### src/rtl/dest_reg_sel_n_if.sv
// ============================================================================
// Module   : dest_reg_sel_n_if
// Brief    : Decode-side strobes and register-file select bus for dest_reg_sel_n.
// Revision : 1.0
// ============================================================================
`default_nettype none

interface dest_reg_sel_n_if #(
  parameter int N_REGS = 3
);
  localparam int IW = (N_REGS > 1) ? $clog2(N_REGS) : 1;

  logic              ldd;
  logic              ld_idx;
  logic [IW-1:0]     idx_in;
  logic [IW-1:0]     limit;
  logic [N_REGS-1:0] sel;
  logic [IW-1:0]     idx;
  logic              wrap;
  logic              err;

  modport master (
    output ldd, ld_idx, idx_in, limit,
    input  sel, idx, wrap, err
  );

  modport slave (
    input  ldd, ld_idx, idx_in, limit,
    output sel, idx, wrap, err
  );
endinterface

`default_nettype wire

### src/rtl/dest_reg_sel_n.sv
// ============================================================================
// Module   : dest_reg_sel_n
// Brief    : One-hot destination-register pointer with load, runtime wrap limit
//            and wrap pulse. Optional macro DEST_SEL_ONEHOT_CHECK_EN adds a
//            sticky one-hot corruption flag and recovery on the next strobe.
// Revision : 1.0
// ============================================================================
`default_nettype none

module dest_reg_sel_n #(
  parameter int N_REGS    = 3,
  parameter int RESET_IDX = N_REGS - 1
) (
  input  wire logic         clk_i,
  input  wire logic         rst_ni,
  dest_reg_sel_n_if.slave   bus
);
  localparam int IW = (N_REGS > 1) ? $clog2(N_REGS) : 1;
  localparam logic [IW-1:0]     c_max_idx   = IW'(N_REGS - 1);
  localparam logic [N_REGS-1:0] c_reset_sel = N_REGS'(1) << RESET_IDX;

  logic [N_REGS-1:0] sel_q, sel_d;
  logic              wrap_q, wrap_d;
  logic [IW-1:0]     idx_cur;
  logic [IW-1:0]     lim;
  logic [IW-1:0]     ld_val;

  // Lowest set bit wins, so a corrupted state still yields a defined index.
  always_comb begin
    idx_cur = '0;
    for (int i = N_REGS - 1; i >= 0; i--) begin
      if (sel_q[i]) idx_cur = IW'(i);
    end
  end

  assign lim    = (bus.limit > c_max_idx) ? c_max_idx : bus.limit;
  assign ld_val = (bus.idx_in > lim) ? lim : bus.idx_in;

`ifdef DEST_SEL_ONEHOT_CHECK_EN
  logic err_q, err_d;
  logic bad_state;

  assign bad_state = ($countones(sel_q) != 1);
  assign err_d     = err_q | bad_state;
`endif

  always_comb begin
    sel_d  = sel_q;
    wrap_d = 1'b0;
    if (bus.ld_idx) begin
      sel_d = N_REGS'(1) << ld_val;
    end else if (bus.ldd) begin
`ifdef DEST_SEL_ONEHOT_CHECK_EN
      if (bad_state) begin
        sel_d = c_reset_sel;
      end else
`endif
      if (idx_cur >= lim) begin
        sel_d  = N_REGS'(1);
        wrap_d = 1'b1;
      end else begin
        sel_d = N_REGS'(1) << (idx_cur + IW'(1));
      end
    end
  end

  always_ff @(posedge clk_i) begin
    if (!rst_ni) begin
      sel_q  <= c_reset_sel;
      wrap_q <= 1'b0;
    end else begin
      sel_q  <= sel_d;
      wrap_q <= wrap_d;
    end
  end

`ifdef DEST_SEL_ONEHOT_CHECK_EN
  always_ff @(posedge clk_i) begin
    if (!rst_ni) err_q <= 1'b0;
    else         err_q <= err_d;
  end
  assign bus.err = err_q;
`else
  assign bus.err = 1'b0;
`endif

  assign bus.sel  = sel_q;
  assign bus.idx  = idx_cur;
  assign bus.wrap = wrap_q;
endmodule

`default_nettype wire

### src/flat_wrapper.sv
// flat-port wrapper written by rule: the top's interface ports become plain ports
module dest_reg_sel_n_flat 
#(
  parameter int N_REGS    = 3,
  parameter int RESET_IDX = N_REGS - 1
)
  (clk_i, rst_ni, bus_ldd, bus_ld_idx, bus_idx_in, bus_limit, bus_sel, bus_idx, bus_wrap, bus_err);
  dest_reg_sel_n_if #(.N_REGS(N_REGS)) bus_i ();
  input  wire logic clk_i;
  input  wire logic rst_ni;
  input wire logic [$bits(bus_i.ldd)-1:0] bus_ldd;
  input wire logic [$bits(bus_i.ld_idx)-1:0] bus_ld_idx;
  input wire logic [$bits(bus_i.idx_in)-1:0] bus_idx_in;
  input wire logic [$bits(bus_i.limit)-1:0] bus_limit;
  output wire logic [$bits(bus_i.sel)-1:0] bus_sel;
  output wire logic [$bits(bus_i.idx)-1:0] bus_idx;
  output wire logic [$bits(bus_i.wrap)-1:0] bus_wrap;
  output wire logic [$bits(bus_i.err)-1:0] bus_err;
  assign bus_i.ldd = bus_ldd;
  assign bus_i.ld_idx = bus_ld_idx;
  assign bus_i.idx_in = bus_idx_in;
  assign bus_i.limit = bus_limit;
  assign bus_sel = bus_i.sel;
  assign bus_idx = bus_i.idx;
  assign bus_wrap = bus_i.wrap;
  assign bus_err = bus_i.err;
  dest_reg_sel_n #(.N_REGS(N_REGS), .RESET_IDX(RESET_IDX)) u_core (.clk_i(clk_i), .rst_ni(rst_ni), .bus(bus_i));
endmodule
### config.mk
export PLATFORM = sky130hd
export DESIGN_NAME = dest_reg_sel_n_flat
export DESIGN_NICKNAME = d
export VERILOG_FILES = /design/src/rtl/dest_reg_sel_n_if.sv /design/src/rtl/dest_reg_sel_n.sv /design/src/flat_wrapper.sv
export SDC_FILE = /design/constraint.sdc
export NUM_CORES = 1
export LEC_CHECK = 0
export BUFFER_PORTS_ARGS = -buffer_cell sky130_fd_sc_hd__buf_4
export CORE_AREA = 2 2 39 41
export CTS_BUF_LIST = sky130_fd_sc_hd__clkbuf_16
export DETAILED_ROUTE_END_ITERATION = 12
export DIE_AREA = 0 0 41 43
export PLACE_DENSITY_LB_ADDON = 0.12
export SETUP_SLACK_MARGIN = 0.15
export SYNTH_ARGS = -nofsm -noshare
export SYNTH_HDL_FRONTEND = slang
export SYNTH_SLANG_ARGS = --single-unit
### constraint.sdc
create_clock -name clk_i -period 4.1 [get_ports clk_i]
set_input_delay 0.82 -clock clk_i [delete_from_list [all_inputs] [get_ports clk_i]]
set_output_delay 0.82 -clock clk_i [all_outputs]
set_load 0.02 [all_outputs]
== Word-level counts from Yosys, hierarchy flattened ==
Index checks and enable logic that the tools add are counted.

* Add/subtract/negate cells: 1
* Order comparisons: 3
* Shifts and indexed selects: 2
* Mux-type cells: 9
* Bitwise logic cells: 2
* Reduce and logical (&&, ||, !) cells: 2

{| class="wikitable"
|+ Operators with widths
! operator !! number
|-
| two-way mux 2 bit || 5
|-
| two-way mux 3 bit || 3
|-
| left shift 1 x 2 -> 3 bit (first input constant) || 2
|-
| OR reduction 3 bit || 1
|-
| adder 2 x 1 -> 2 bit (second input constant) || 1
|-
| greater-or-equal comparator 2 bit || 1
|-
| greater-than comparator 2 bit || 1
|-
| greater-than comparator 2 bit (second input constant) || 1
|-
| inverter 1 bit || 2
|-
| nonzero test 2 bit || 1
|-
| two-way mux 1 bit || 1
|}

* Bits in registers: 4
* Bits of input ports: 8
* Output and inout bits: 7
* Word-level logic and storage cells: 21

== Logic depth before layout (Yosys ltp) ==
Gate-level depths: netlist (run 1).

* Depth after elaboration: 8
* Gate-level depth with buffers: 6
* Mapped depth without buffers: 6

== Worst setup path after synthesis (run 1) ==
Ideal clock, no wire load.

* Path kind: flip-flop to flip-flop
* Start point: reg u_core.sel_q[2] (netlist: u_core.bus.sel[2])
* End point: reg u_core.sel_q[0] (netlist: u_core.bus.sel[0])
* Library setup time: 0.121 ns
* Data arrival time: 1.798 ns
* Required time: 3.979 ns
* Slack: 2.181 ns
* Cell stages (with the launch flop): 6
* Path buffers: 0
* Period minus slack after synthesis: 1.919 ns
* Path through: dfxtp_1 -> nor3b_1 -> ha_1 -> a21oi_2 -> a211o_1 -> o31ai_1

* Cells in the longest elaborated chain, start to end: 8
* Elaborated cells between the ends (all ways): 9
* Classes of those cells: add/sub: 1; order compare: 1; shift: 1; mux: 6

{| class="wikitable"
|+ RTL lines
! item !! line !! RTL
|-
| start, declared || dest_reg_sel_n.sv:22 || <nowiki>logic [N_REGS-1:0] sel_q, sel_d;</nowiki>
|-
| start signal, assigned || dest_reg_sel_n.sv:69 || <nowiki>sel_q <= c_reset_sel;</nowiki>
|-
| start signal, assigned || dest_reg_sel_n.sv:72 || <nowiki>sel_q <= sel_d;</nowiki>
|-
| two-way mux 2 bit * (3 in series) || dest_reg_sel_n.sv:32 || <nowiki>if (sel_q[i]) idx_cur = IW'(i);</nowiki>
|-
| net bus_idx[1] || flat_wrapper.sv:16 || <nowiki>output wire logic [$bits(bus_i.idx)-1:0] bus_idx;</nowiki>
|-
| adder 2 x 1 -> 2 bit || dest_reg_sel_n.sv:62 || <nowiki>sel_d = N_REGS'(1) << (idx_cur + IW'(1));</nowiki>
|-
| left shift 1 x 2 -> 3 bit || dest_reg_sel_n.sv:62 ||
|-
| two-way mux 3 bit * || dest_reg_sel_n.sv:58 || <nowiki>if (idx_cur >= lim) begin</nowiki>
|-
| two-way mux 3 bit * || dest_reg_sel_n.sv:52 || <nowiki>end else if (bus.ldd) begin</nowiki>
|-
| two-way mux 3 bit * || dest_reg_sel_n.sv:50 || <nowiki>if (bus.ld_idx) begin</nowiki>
|}

The timed path passes the listed nets; every way through them passes the cells marked *. The select of a mux whose other input is x is not followed.
A chain may end at the register's enable or synchronous reset.

== Final worst setup path (run 1) ==
* Start point: reg u_core.sel_q[1] (netlist: u_core.bus.sel[1])
* End point: out bus_idx[1]

* Cells in the longest elaborated chain, start to end: 2

{| class="wikitable"
|+ RTL lines
! item !! line
|-
| two-way mux 2 bit (2 in series) || dest_reg_sel_n.sv:32
|-
| end, declared || flat_wrapper.sv:16
|}

Every way passes these cells.

==> results of run 1 <==
layer usage:
layer / GRT usage / up-vias / part of all wire
li1: - / 163 / -
met1: 0.137 / 147 / 0.43
met4: 0.100 / 0 / 0.025
met2: 0.159 / 14 / 0.46
met3: 0.0576 / 2 / 0.081
met5: 0 / - / 0
cells in the final DEF (no fill, tap or decap), drive strengths merged, types with 2 or more instances in the layout:
cell type	count
nand3	2
o31ai	2
buf	13
nand2	2
ha	4
dfxtp	4
clkbuf	3
inv	3
nor2	6
nand2b	3
kinds of logic (layout without fill, tap and decap cells):
| family | count (synthesis) | after routing | share of synthesized area |
|---|---|---|---|
| AO/OA/AOI/OAI | 6 | 6 | 0.178 |
| other | 1 | 1 | 0.0111 |
| multiplexers | 1 | 1 | 0.0297 |
| adder cells (fa/ha/maj) | 4 | 4 | 0.149 |
| buffers and inverters | 5 | 19 | 0.0781 |
| flip-flops | 4 | 4 | 0.238 |
| AND/OR/NAND/NOR | 18 | 18 | 0.316 |
power breakdown:
part           switching [W]  leakage, nW  internal [W]
registers         0.00000419       0.0332     0.0000427
logic              0.0000267        0.177     0.0000235
clock network      0.0000269       0.0370      0.000125
worst max-delay path by stage:
stage / from / to / cells after the start
floorplan: u_core.bus.sel[2] / u_core.bus.sel[0] / 5
global placement: bus_limit[0] / u_core.bus.sel[0] / 7
detailed placement: bus_limit[0] / u_core.bus.sel[0] / 7
CTS: u_core.bus.sel[1] / bus_idx[1] / 2
global route: u_core.bus.sel[1] / bus_idx[1] / 2
finish: u_core.bus.sel[1] / bus_idx[1] / 2
layout make-up:
class,count,share of cell area
clock buffer,3,0.146
inverter,3,0.0219
multi-input combinational,30,0.448
sequential,4,0.156
tap,16,0.0389
timing repair buffer,13,0.190
worst reg2reg max path: stages, from the launching register on:
cell and delay (ps):
sky130_fd_sc_hd__dfxtp_1 350, sky130_fd_sc_hd__nand2b_1 200, sky130_fd_sc_hd__ha_1 290, sky130_fd_sc_hd__nand2b_1 150, sky130_fd_sc_hd__a21oi_2 210, sky130_fd_sc_hd__a211o_1 150, sky130_fd_sc_hd__o31ai_1 60
metrics by stage:
step	total power (W)	cell area, um^2	cells	hold WS [ps]	utilization
after floorplan	0.0000790	337	39	586	-
after global placement	0.0000987	439	66	527	0.317
after detailed placement	0.0000983	439	66	532	0.317
after CTS	0.000252	514	69	537	0.372
after global routing	0.000262	514	69	573	0.372
final	0.000249	514	69	528	0.372
state kept, by name (all words and copies together) (netlist names):
name / cells
u_core.bus.sel: 3
u_core.bus.wrap: 1
==> PnR_summary.wiki, run 1 <==
{| class="wikitable"
! Metric !! Value
|-
| Final net count || 67
|-
| Maximum number of pins on one net before global-route repair || 10
|-
| Placeable core region || between 0.001 and 0.0015 mm^2
|-
| Hold Crit Class || reg -> reg
|-
| Flip-flop cell with the highest count after synthesis || sky130_fd_sc_hd__dfxtp_1
|-
| Maximum count of clock buffers along a single path || 2
|-
| Start-to-end type of the worst setup path || reg -> out
|-
| Fraction of final layout cells with drive strength greater than 1 || 0.396
|-
| Number of nets in the synthesized netlist || around 50
|-
| CP max FO || 6
|-
| Yosys top cell by area || sky130_fd_sc_hd__dfxtp_1
|-
| Final Max Tran Viols || 0
|-
| Clock root cell || sky130_fd_sc_hd__clkbuf_16
|-
| Post-synthesis instance area || between 300 and 400 um^2
|-
| Part of the Yosys area used for sequential elements || 0.238
|-
| Half-perimeter wire length of the detailed placement result || approximately 600 um
|-
| Max incr delay on CP || roughly 350 ps
|-
| Routed Wire Length || between 700 and 800 um
|-
| DR WL/cell || 10.9 um
|-
| Io pins || 15
|-
| Remaining global-route overflow || 0
|-
| First-pass GRT wire length || roughly 1.4 mm
|-
| Register area || around 80 um^2
|-
| Antenna violations before repair || 0
|-
| Total iterations of the first detailed-routing run || 4
|-
| Startpoint of the worst hold path || u_core.bus.sel[2]
|-
| Post-detailed-route DRC marker count || 0
|-
| Mean cell area of the mapped netlist || about 8.6 um^2
|-
| Final worst path period need || 1880 ps
|-
| Slowest-stage cell, CP || sky130_fd_sc_hd__dfxtp_1
|-
| Via count || roughly 330
|-
| Number of enable-type register cells in the synthesized netlist || 0
|-
| Number of library cell types mapped by synthesis || 21
|-
| CTS Buf Count || 3
|-
| Endpoint, Worst Hold || u_core.bus.sel[2]
|-
| Result of the run || finished, final reports clean
|-
| Crit. End Element || output port
|-
| Total Die Area || between 0.0015 and 0.002 mm^2
|-
| Yosys reg bits || 4
|-
| Routed via count divided by cell count || roughly 4.7
|-
| Share of the clock period used by the worst path || 0.457
|-
| Number of placement rows || 14
|-
| Leakage power || between 0.2 and 0.25 nW
|-
| Number of port buffers || 13
|-
| Worst-skew pair later-pin latency || 220 ps
|-
| GRT Util Overall || 0.120
|-
| Leading cell type by number of instances after synthesis || sky130_fd_sc_hd__nor2_1
|-
| Quantity of hold-fixing buffers added after cts || 0
|-
| Final Hold Viols || 0
|-
| Total Neg Setup Slack || 0 ps
|-
| Critical path's top delay family || flip-flops
|-
| Reg2Reg Capture Point || u_core.bus.sel[0]
|-
| Total area of multi-input combinational cells || between 200 and 250 um^2
|-
| IR drop worst, VDD || 0.110 mV
|-
| Crit path arrival time || around 1100 ps
|-
| Placer Congestion || between 0.6 and 0.7
|-
| TritonCTS clock tree || done
|-
| Number of buffers inserted by post-CTS setup repair || 0
|-
| Number of instances resized during post-cts repair || 0
|-
| Startpoint of the most critical register-to-register path || u_core.bus.sel[0]
|-
| Cell count of the worst reg-to-reg path || 6
|-
| RSZ-0062 raised after global routing || false
|-
| Y dimension of the die || 43 um
|-
| Proportion of netlist area held by the largest area contributor || 0.238
|-
| Number of sinks driven by the clock tree || 4
|-
| Worst hold stages || 2
|-
| Number of warnings printed during yosys synthesis || 0
|-
| Starting density of the core || 0.243
|-
| Max-cap violations || 0
|-
| FMAX || around 530 MHz
|-
| H-tree Lvls || 1
|-
| Cell types with the highest counts after synthesis || sky130_fd_sc_hd__nor2_1, sky130_fd_sc_hd__dfxtp_1, sky130_fd_sc_hd__ha_1, sky130_fd_sc_hd__inv_1, sky130_fd_sc_hd__nand2b_1
|-
| Total power per unit cell area || ~480 mW/mm^2
|-
| Type of origin of the critical path || register
|-
| Post-route worst setup slack || 2220 ps
|-
| Iteration-0 DRC count of the detailed router || 7
|-
| Number of antenna repair diodes || 0
|-
| Buf/Inv on CP || 1
|-
| Sequence of cells on the critical path || nor3b_1 -> buf_4
|-
| Area added between synthesis and finish || 52.8%
|-
| Count of fill cells added during filler insertion || between 100 and 150
|-
| Post-CTS clock slew at the launch and capture registers of the worst setup and hold paths || around 30 ps
|-
| Largest cells by area after synthesis || sky130_fd_sc_hd__dfxtp_1, sky130_fd_sc_hd__ha_1, sky130_fd_sc_hd__nor2_1
|-
| Place WS || roughly 2100 ps
|-
| Worst reg2reg setup slack || roughly 2600 ps
|-
| Data required time at the worst endpoint || around 3300 ps
|-
| DIE WIDTH || a little over 40 um
|-
| Final antenna-violating net count || 0
|-
| Setup Viol. Count Final || 0
|-
| Instance count of the mapped netlist || 39
|-
| Vias in the first global route || 332
|-
| Final worst clock skew || between 2 and 2.5 ps
|-
| Share of flip-flops with an asynchronous set or reset || 0
|}
(Power assumes the default switching activity.)
==> run 2: changes to the inputs <==
clock period = 1.7 ns   (was 4.1 ns; I/O delays follow)
==> run 2 against run 1 <==
Non-clock buffer count rose by 1. Critical endpoint is now u_core.bus.sel[0]. Worst setup slack got worse by 2000 ps. Count of clock-buffer cells in the layout did not move. First-iteration DRC count fell by 86%. Register-to-register slack got worse by 2300 ps. Critical path depth rose by 4. Utilization rose by 2.4 points. Global-route usage barely moved. Die area did not move. Via count rose by 0.92%.
==> PnR_summary.wiki, run 2 (synthesis results as in run 1) <==
{| class="wikitable"
! Metric !! Value
|-
| Result of the run || finished, final reports clean (unchanged)
|-
| Maximum count of clock buffers along a single path || 2 (unchanged)
|-
| Place WS || 139 ps (was 2080 ps)
|-
| Half-perimeter wire length of the detailed placement result || 602 um (was 596 um)
|-
| Via count || 329 (was 326)
|-
| Clock root cell || sky130_fd_sc_hd__clkbuf_16 (unchanged)
|-
| Final worst path period need || about 1500 ps
|-
| Cell total after placement || 67 (was 66)
|-
| Final worst clock skew || 0.120 ps (was 2.09 ps)
|-
| CP max FO || 4 (was 6)
|-
| Final net count || 68 (was 67)
|-
| Total Neg Setup Slack || 0 ps (unchanged)
|-
| Placed cell areas || 462 um^2 (was 439 um^2)
|-
| Start-to-end type of the worst setup path || reg -> reg (was reg -> out)
|-
| DIE WIDTH || 41 um (unchanged)
|-
| Final Hold Viols || 0 (unchanged)
|-
| GRT Util Overall || 0.120 (about the same)
|-
| Total iterations of the first detailed-routing run || 4 (unchanged)
|-
| Number of flip-flops in the largest register || 3 (unchanged)
|-
| Worst reg2reg setup slack || 240 ps (was 2570 ps)
|-
| Endpoint, Worst Hold || u_core.bus.sel[2] (unchanged)
|-
| Crit. End Element || register (was output port)
|-
| Routed via count divided by cell count || 4.70 (was 4.72)
|-
| Routed Wire Length || 826 um (was 753 um)
|-
| Final antenna-violating net count || 0 (unchanged)
|-
| Antenna violations before repair || 0 (unchanged)
|-
| FMAX || between 600 and 700 MHz
|-
| Leakage power || 0.260 nW (was 0.247 nW)
|-
| Placeable core region || 0.00138 mm^2 (unchanged)
|-
| Post-route worst setup slack || 244 ps (was 2220 ps)
|-
| Startpoint of the worst hold path || rst_ni (was u_core.bus.sel[2])
|-
| CTS Buf Count || 3 (unchanged)
|-
| Maximum number of pins on one net before global-route repair || 10 (unchanged)
|-
| Worst hold stages || 2 (unchanged)
|-
| Share of the clock period used by the worst path || 0.856
|-
| IR drop worst, VDD || 0.272 mV (was 0.110 mV)
|-
| First-pass GRT wire length || 1.35 mm (was 1.37 mm)
|-
| Quantity of hold-fixing buffers added after cts || 0 (unchanged)
|-
| Setup Viol. Count Final || 0 (unchanged)
|-
| Type of origin of the critical path || register (unchanged)
|-
| Post-layout instance area || 547 um^2 (was 514 um^2)
|-
| Leading cell type in the layout, fill and taps excluded || sky130_fd_sc_hd__buf_4 (unchanged)
|-
| Worst-skew pair later-pin latency || 220 ps (about the same)
|-
| Cell count of the worst reg-to-reg path || 6 (unchanged)
|-
| Fraction of final layout cells with drive strength greater than 1 || 0.500 (was 0.396)
|-
| Non-Filler Instances || 70 (was 69)
|-
| Startpoint of the most critical register-to-register path || u_core.bus.sel[0] (unchanged)
|-
| TritonCTS clock tree || done (unchanged)
|-
| Iteration-0 DRC count of the detailed router || 1 (was 7)
|-
| Commonest non-fill, non-tap cells in the layout || sky130_fd_sc_hd__buf_4, sky130_fd_sc_hd__nor2_1, sky130_fd_sc_hd__ha_1 (was sky130_fd_sc_hd__buf_4, sky130_fd_sc_hd__nor2_1, sky130_fd_sc_hd__ha_1, sky130_fd_sc_hd__dfxtp_1)
|-
| Hold Crit Class || in -> reg (was reg -> reg)
|-
| Y dimension of the die || 43 um (unchanged)
|-
| Post-CTS clock slew at the launch and capture registers of the worst setup and hold paths || 30 ps (about the same)
|-
| Max-cap violations || 0 (unchanged)
|-
| Total Die Area || 0.00176 mm^2 (unchanged)
|-
| Crit path arrival time || 1560 ps (was 1060 ps)
|-
| DR WL/cell || 11.8 um (was 10.9 um)
|-
| RSZ-0062 raised after global routing || false (unchanged)
|-
| Io pins || 15 (unchanged)
|-
| Number of port buffers || 13 (unchanged)
|-
| Remaining global-route overflow || 0 (unchanged)
|-
| Number of antenna repair diodes || 0 (unchanged)
|-
| Final Max Tran Viols || 0 (unchanged)
|-
| Total power per unit cell area || 1130 mW/mm^2 (was 483 mW/mm^2)
|-
| Number of placement rows || 14 (unchanged)
|-
| Starting density of the core || 0.243 (unchanged)
|-
| Placer Congestion || 0.636 (was 0.672)
|-
| Number of buffers inserted by post-CTS setup repair || 0 (unchanged)
|-
| Area added between synthesis and finish || 62.5% (was 52.8%)
|-
| H-tree Lvls || 1 (unchanged)
|-
| Vias in the first global route || 299 (was 332)
|-
| Reg2Reg Capture Point || u_core.bus.sel[0] (unchanged)
|-
| Post-detailed-route DRC marker count || 0 (unchanged)
|-
| Number of sinks driven by the clock tree || 4 (unchanged)
|-
| Data required time at the worst endpoint || 1810 ps (was 3280 ps)
|}
[run 2: cell types whose count changed in the layout (fill, tap and decap cells not counted)]
cell	before	now
sky130_fd_sc_hd__nand2b_1	3	2
sky130_fd_sc_hd__nor3b_1	1	0
sky130_fd_sc_hd__dfxtp_2	0	2
sky130_fd_sc_hd__dfxtp_4	0	1
sky130_fd_sc_hd__buf_4	13	14
sky130_fd_sc_hd__nor3b_4	0	1
sky130_fd_sc_hd__nand2b_4	0	1
sky130_fd_sc_hd__dfxtp_1	4	1
[run 2: worst max-delay path by stage]
| stage | to | from | slack (ps) | depth (start not counted) |
|---|---|---|---|---|
| finish | u_core.bus.sel[0] | u_core.bus.sel[0] | 240 | 6 |
| global route | u_core.bus.sel[0] | u_core.bus.sel[0] | 160 | 6 |
| CTS | u_core.bus.sel[0] | u_core.bus.sel[1] | 150 | 6 |
| detailed placement | u_core.bus.sel[0] | bus_limit[0] | 140 | 7 |
| global placement | u_core.bus.sel[0] | bus_limit[0] | 130 | 7 |
| floorplan | u_core.bus.sel[0] | u_core.bus.sel[2] | 210 | 5 |
[run 2: worst max-delay path: stages, from the launching register on]
cell and delay, ps:
sky130_fd_sc_hd__dfxtp_2 310, sky130_fd_sc_hd__buf_4 150, sky130_fd_sc_hd__nor3b_4 200, sky130_fd_sc_hd__ha_1 270, sky130_fd_sc_hd__a21oi_2 220, sky130_fd_sc_hd__a211o_1 150, sky130_fd_sc_hd__o31ai_1 50
[run 2: repair_timing]
item                       4_1_cts  5_1_grt
hold endpoints to repair         0        0
setup endpoints to repair        0        2
gates resized for setup          0        2
[run 2: power breakdown]
group,internal [W],switching (W)
Sequential,0.000104,0.0000100
Combinational,0.0000672,0.0000715
Clock,0.000300,0.0000653
[run 2: final cells by class]
cell class | count | area [um^2]
sequential | 4 | 86.3
inverter | 3 | 11.3
tap | 16 | 20.0
multi-input combinational | 30 | 249
timing repair buffer | 14 | 105
clock buffer | 3 | 75.1
fill | 138 | 837
[run 2: metal layers]
metal / global-route usage / vias up / part of all wire
met5: 0 / - / 0
met2: 0.169 / 13 / 0.48
met3: 0.0314 / 2 / 0.074
met1: 0.143 / 148 / 0.43
met4: 0.100 / 0 / 0.013
li1: - / 166 / -
[run 2: per-stage QoR]
stage | hold slack [ps] | total power (W) | util
final | 350 | 0.000619 | 0.395
after global routing | 369 | 0.000644 | 0.395
after floorplan | 414 | 0.000199 | -
after global placement | 510 | 0.000252 | 0.334
after CTS | 352 | 0.000622 | 0.388
after detailed placement | 506 | 0.000250 | 0.334
==> run 3: changes to the inputs <==
BUFFER_PORTS_ARGS = default   (was -buffer_cell sky130_fd_sc_hd__buf_4)
DONT_BUFFER_PORTS = 1   (was default)
==> run 3 against run 2 <==
Wire length down 11%. Sequential cell count unchanged. Total power down 4.5%. Largest power group unchanged. Clock power down 2%. Count of clock-buffer cells in the layout unchanged. Sequential share of layout area up 1.8 points. Cell count down 14%. Design area down 13%. Critical path depth down 1. Largest cell class unchanged. Register-to-register slack about the same.
==> PnR_summary.wiki, run 3 (synthesis results as in run 1) <==
{| class="wikitable"
! Metric !! Value
|-
| Result of the run || finished, final reports clean (unchanged)
|-
| TritonCTS clock tree || done (unchanged)
|-
| Worst-skew pair later-pin latency || 220 ps (about the same)
|-
| Quantity of hold-fixing buffers added after cts || 0 (unchanged)
|-
| Count of fill cells added during filler insertion || 149 (was 138)
|-
| Number of antenna repair diodes || 0 (unchanged)
|-
| Via count || 280 (was 329)
|-
| Seq pwr share || 0.200 (was 0.185)
|-
| Final worst path period need || 1460 ps (about the same)
|-
| Placer Congestion || 0.678 (was 0.636)
|-
| Number of sinks driven by the clock tree || 4 (unchanged)
|-
| Io pins || 15 (unchanged)
|-
| Data required time at the worst endpoint || 1800 ps (was 1810 ps)
|-
| Final Max Tran Viols || 0 (unchanged)
|-
| IR drop worst, VDD || 0.287 mV (was 0.272 mV)
|-
| Final antenna-violating net count || 0 (unchanged)
|-
| Crit path arrival time || 1560 ps (about the same)
|-
| Total internal power || 0.000460 W (was 0.000472 W)
|-
| Remaining global-route overflow || 0 (unchanged)
|-
| Number of port buffers || 0 (was 13)
|-
| Maximum number of pins on one net before global-route repair || 10 (unchanged)
|-
| Total Neg Setup Slack || 0 ps (unchanged)
|-
| DR WL/cell || 12.3 um (was 11.8 um)
|-
| Number of flip-flops in the largest register || 3 (unchanged)
|-
| Type of origin of the critical path || register (unchanged)
|-
| H-tree Lvls || 1 (unchanged)
|-
| Half-perimeter wire length of the detailed placement result || 607 um (was 602 um)
|-
| Placeable core region || 0.00138 mm^2 (unchanged)
|-
| DIE WIDTH || 41 um (unchanged)
|-
| Final worst clock skew || 2.31 ps (was 0.120 ps)
|-
| Iteration-0 DRC count of the detailed router || 5 (was 1)
|-
| Leakage power || 0.215 nW (was 0.260 nW)
|-
| Start-to-end type of the worst setup path || reg -> reg (unchanged)
|-
| Area added between synthesis and finish || 41.6% (was 62.5%)
|-
| Final Hold Viols || 0 (unchanged)
|-
| Post-layout instance area || 477 um^2 (was 547 um^2)
|-
| Y dimension of the die || 43 um (unchanged)
|-
| Leading cell type in the layout, fill and taps excluded || sky130_fd_sc_hd__nor2_1 (was sky130_fd_sc_hd__buf_4)
|-
| Clock root cell || sky130_fd_sc_hd__clkbuf_16 (unchanged)
|-
| Post-CTS clock slew at the launch and capture registers of the worst setup and hold paths || 30 ps (about the same)
|-
| Routed Wire Length || 739 um (was 826 um)
|-
| First-pass GRT wire length || 1.14 mm (was 1.35 mm)
|-
| Crit. End Element || register (unchanged)
|-
| Number of placement rows || 14 (unchanged)
|-
| Routed via count divided by cell count || 4.67 (was 4.70)
|-
| Min Hold Slack || 201 ps (was 350 ps)
|-
| Placed cell areas || 387 um^2 (was 462 um^2)
|-
| Max-cap violations || 0 (unchanged)
|-
| Post-detailed-route DRC marker count || 0 (unchanged)
|-
| RSZ-0062 raised after global routing || false (unchanged)
|-
| Commonest non-fill, non-tap cells in the layout || sky130_fd_sc_hd__nor2_1, sky130_fd_sc_hd__ha_1, sky130_fd_sc_hd__buf_4 (was sky130_fd_sc_hd__buf_4, sky130_fd_sc_hd__nor2_1, sky130_fd_sc_hd__ha_1)
|-
| CP max FO || 4 (unchanged)
|-
| CTS Buf Count || 3 (unchanged)
|-
| Share of the clock period used by the worst path || 0.856 (about the same)
|-
| Hold Crit Class || in -> reg (unchanged)
|-
| Fraction of final layout cells with drive strength greater than 1 || 0.386 (was 0.500)
|-
| Total power per unit cell area || 1240 mW/mm^2 (was 1130 mW/mm^2)
|-
| Total Die Area || 0.00176 mm^2 (unchanged)
|-
| Antenna violations before repair || 0 (unchanged)
|-
| Final net count || 58 (was 68)
|-
| Net switching power figure || 0.000131 W (was 0.000147 W)
|-
| GRT Util Overall || 0.100 (was 0.120)
|-
| Setup Viol. Count Final || 0 (unchanged)
|-
| Total iterations of the first detailed-routing run || 3 (was 4)
|-
| Part of the total power dissipated in combinational logic || 0.193 (was 0.224)
|-
| Post-route core utilization || 0.344 (was 0.395)
|-
| Proportion of total power due to net switching || 0.222 (was 0.237)
|-
| Maximum count of clock buffers along a single path || 2 (unchanged)
|-
| FMAX || 687 MHz (about the same)
|-
| Power share of the clock group || 0.607 (was 0.591)
|-
| Vias in the first global route || 283 (was 299)
|-
| Design Power || 0.000591 W (was 0.000619 W)
|-
| Starting density of the core || 0.243 (unchanged)
|}
==> run 3: cell types whose count changed in the layout (fill, tap and decap cells not counted), sizes merged <==
cell,before,now
buf,14,4
==> run 3: cell type report <==
cell class                      count  area, um^2  share of cell area
Tap cell                           16        20.0              0.0420
Multi-Input combinational cell     30         256               0.538
Sequential cell                     4        83.8               0.176
Inverter                            3        11.3              0.0236
Clock buffer                        3        75.1               0.157
Timing Repair Buffer                4        30.0              0.0630
==> run 3: path summary, 6_finish.rpt <==
kind	slack [ps]	startpoint	cells after the start	to
worst max-delay path	240	u_core.bus.sel[2]	5	u_core.bus.sel[0]
worst max register to register	240	u_core.bus.sel[2]	5	u_core.bus.sel[0]
worst min-delay path	200	bus_ld_idx	1	u_core.bus.wrap
worst min register to register	580	u_core.bus.sel[2]	2	u_core.bus.sel[2]
==> run 3: power by group through the flow <==
stage | logic (W) | registers (W) | clock network (W)
2_1_floorplan | 0.0000726 | 0.000126 | 0
3_3_place_gp | 0.000102 | 0.000119 | 0
3_5_place_dp | 0.000103 | 0.000119 | 0
4_1_cts | 0.000104 | 0.000118 | 0.000364
5_1_grt | 0.000126 | 0.000119 | 0.000375
6_report | 0.000114 | 0.000118 | 0.000359
==> run 3: repair_timing <==
item,in CTS,in global routing
endpoints found under the setup margin,0,2
gates resized for setup,0,2
buffers inserted,0,0
==> run 3: worst max-delay path: stages (launching register included) <==
cell and delay [ps]:
sky130_fd_sc_hd__dfxtp_2 410, sky130_fd_sc_hd__nor3b_4 240, sky130_fd_sc_hd__ha_1 290, sky130_fd_sc_hd__a21oi_4 200, sky130_fd_sc_hd__a211o_1 140, sky130_fd_sc_hd__o31ai_1 60
==> run 3: per-stage QoR <==
stage | instances | setup slack (ps)
after floorplan | 39 | 210
after global placement | 57 | 215
after detailed placement | 57 | 203
after CTS | 60 | 193
after global routing | 60 | 168
final | 60 | 244
==> run 3: metal layers <==
layer	up-vias	routed length, um	track usage
met5	-	0	0
met4	0	0	0.0600
met3	0	71	0.0524
met2	13	324	0.138
met1	121	343	0.118
li1	146	-	-
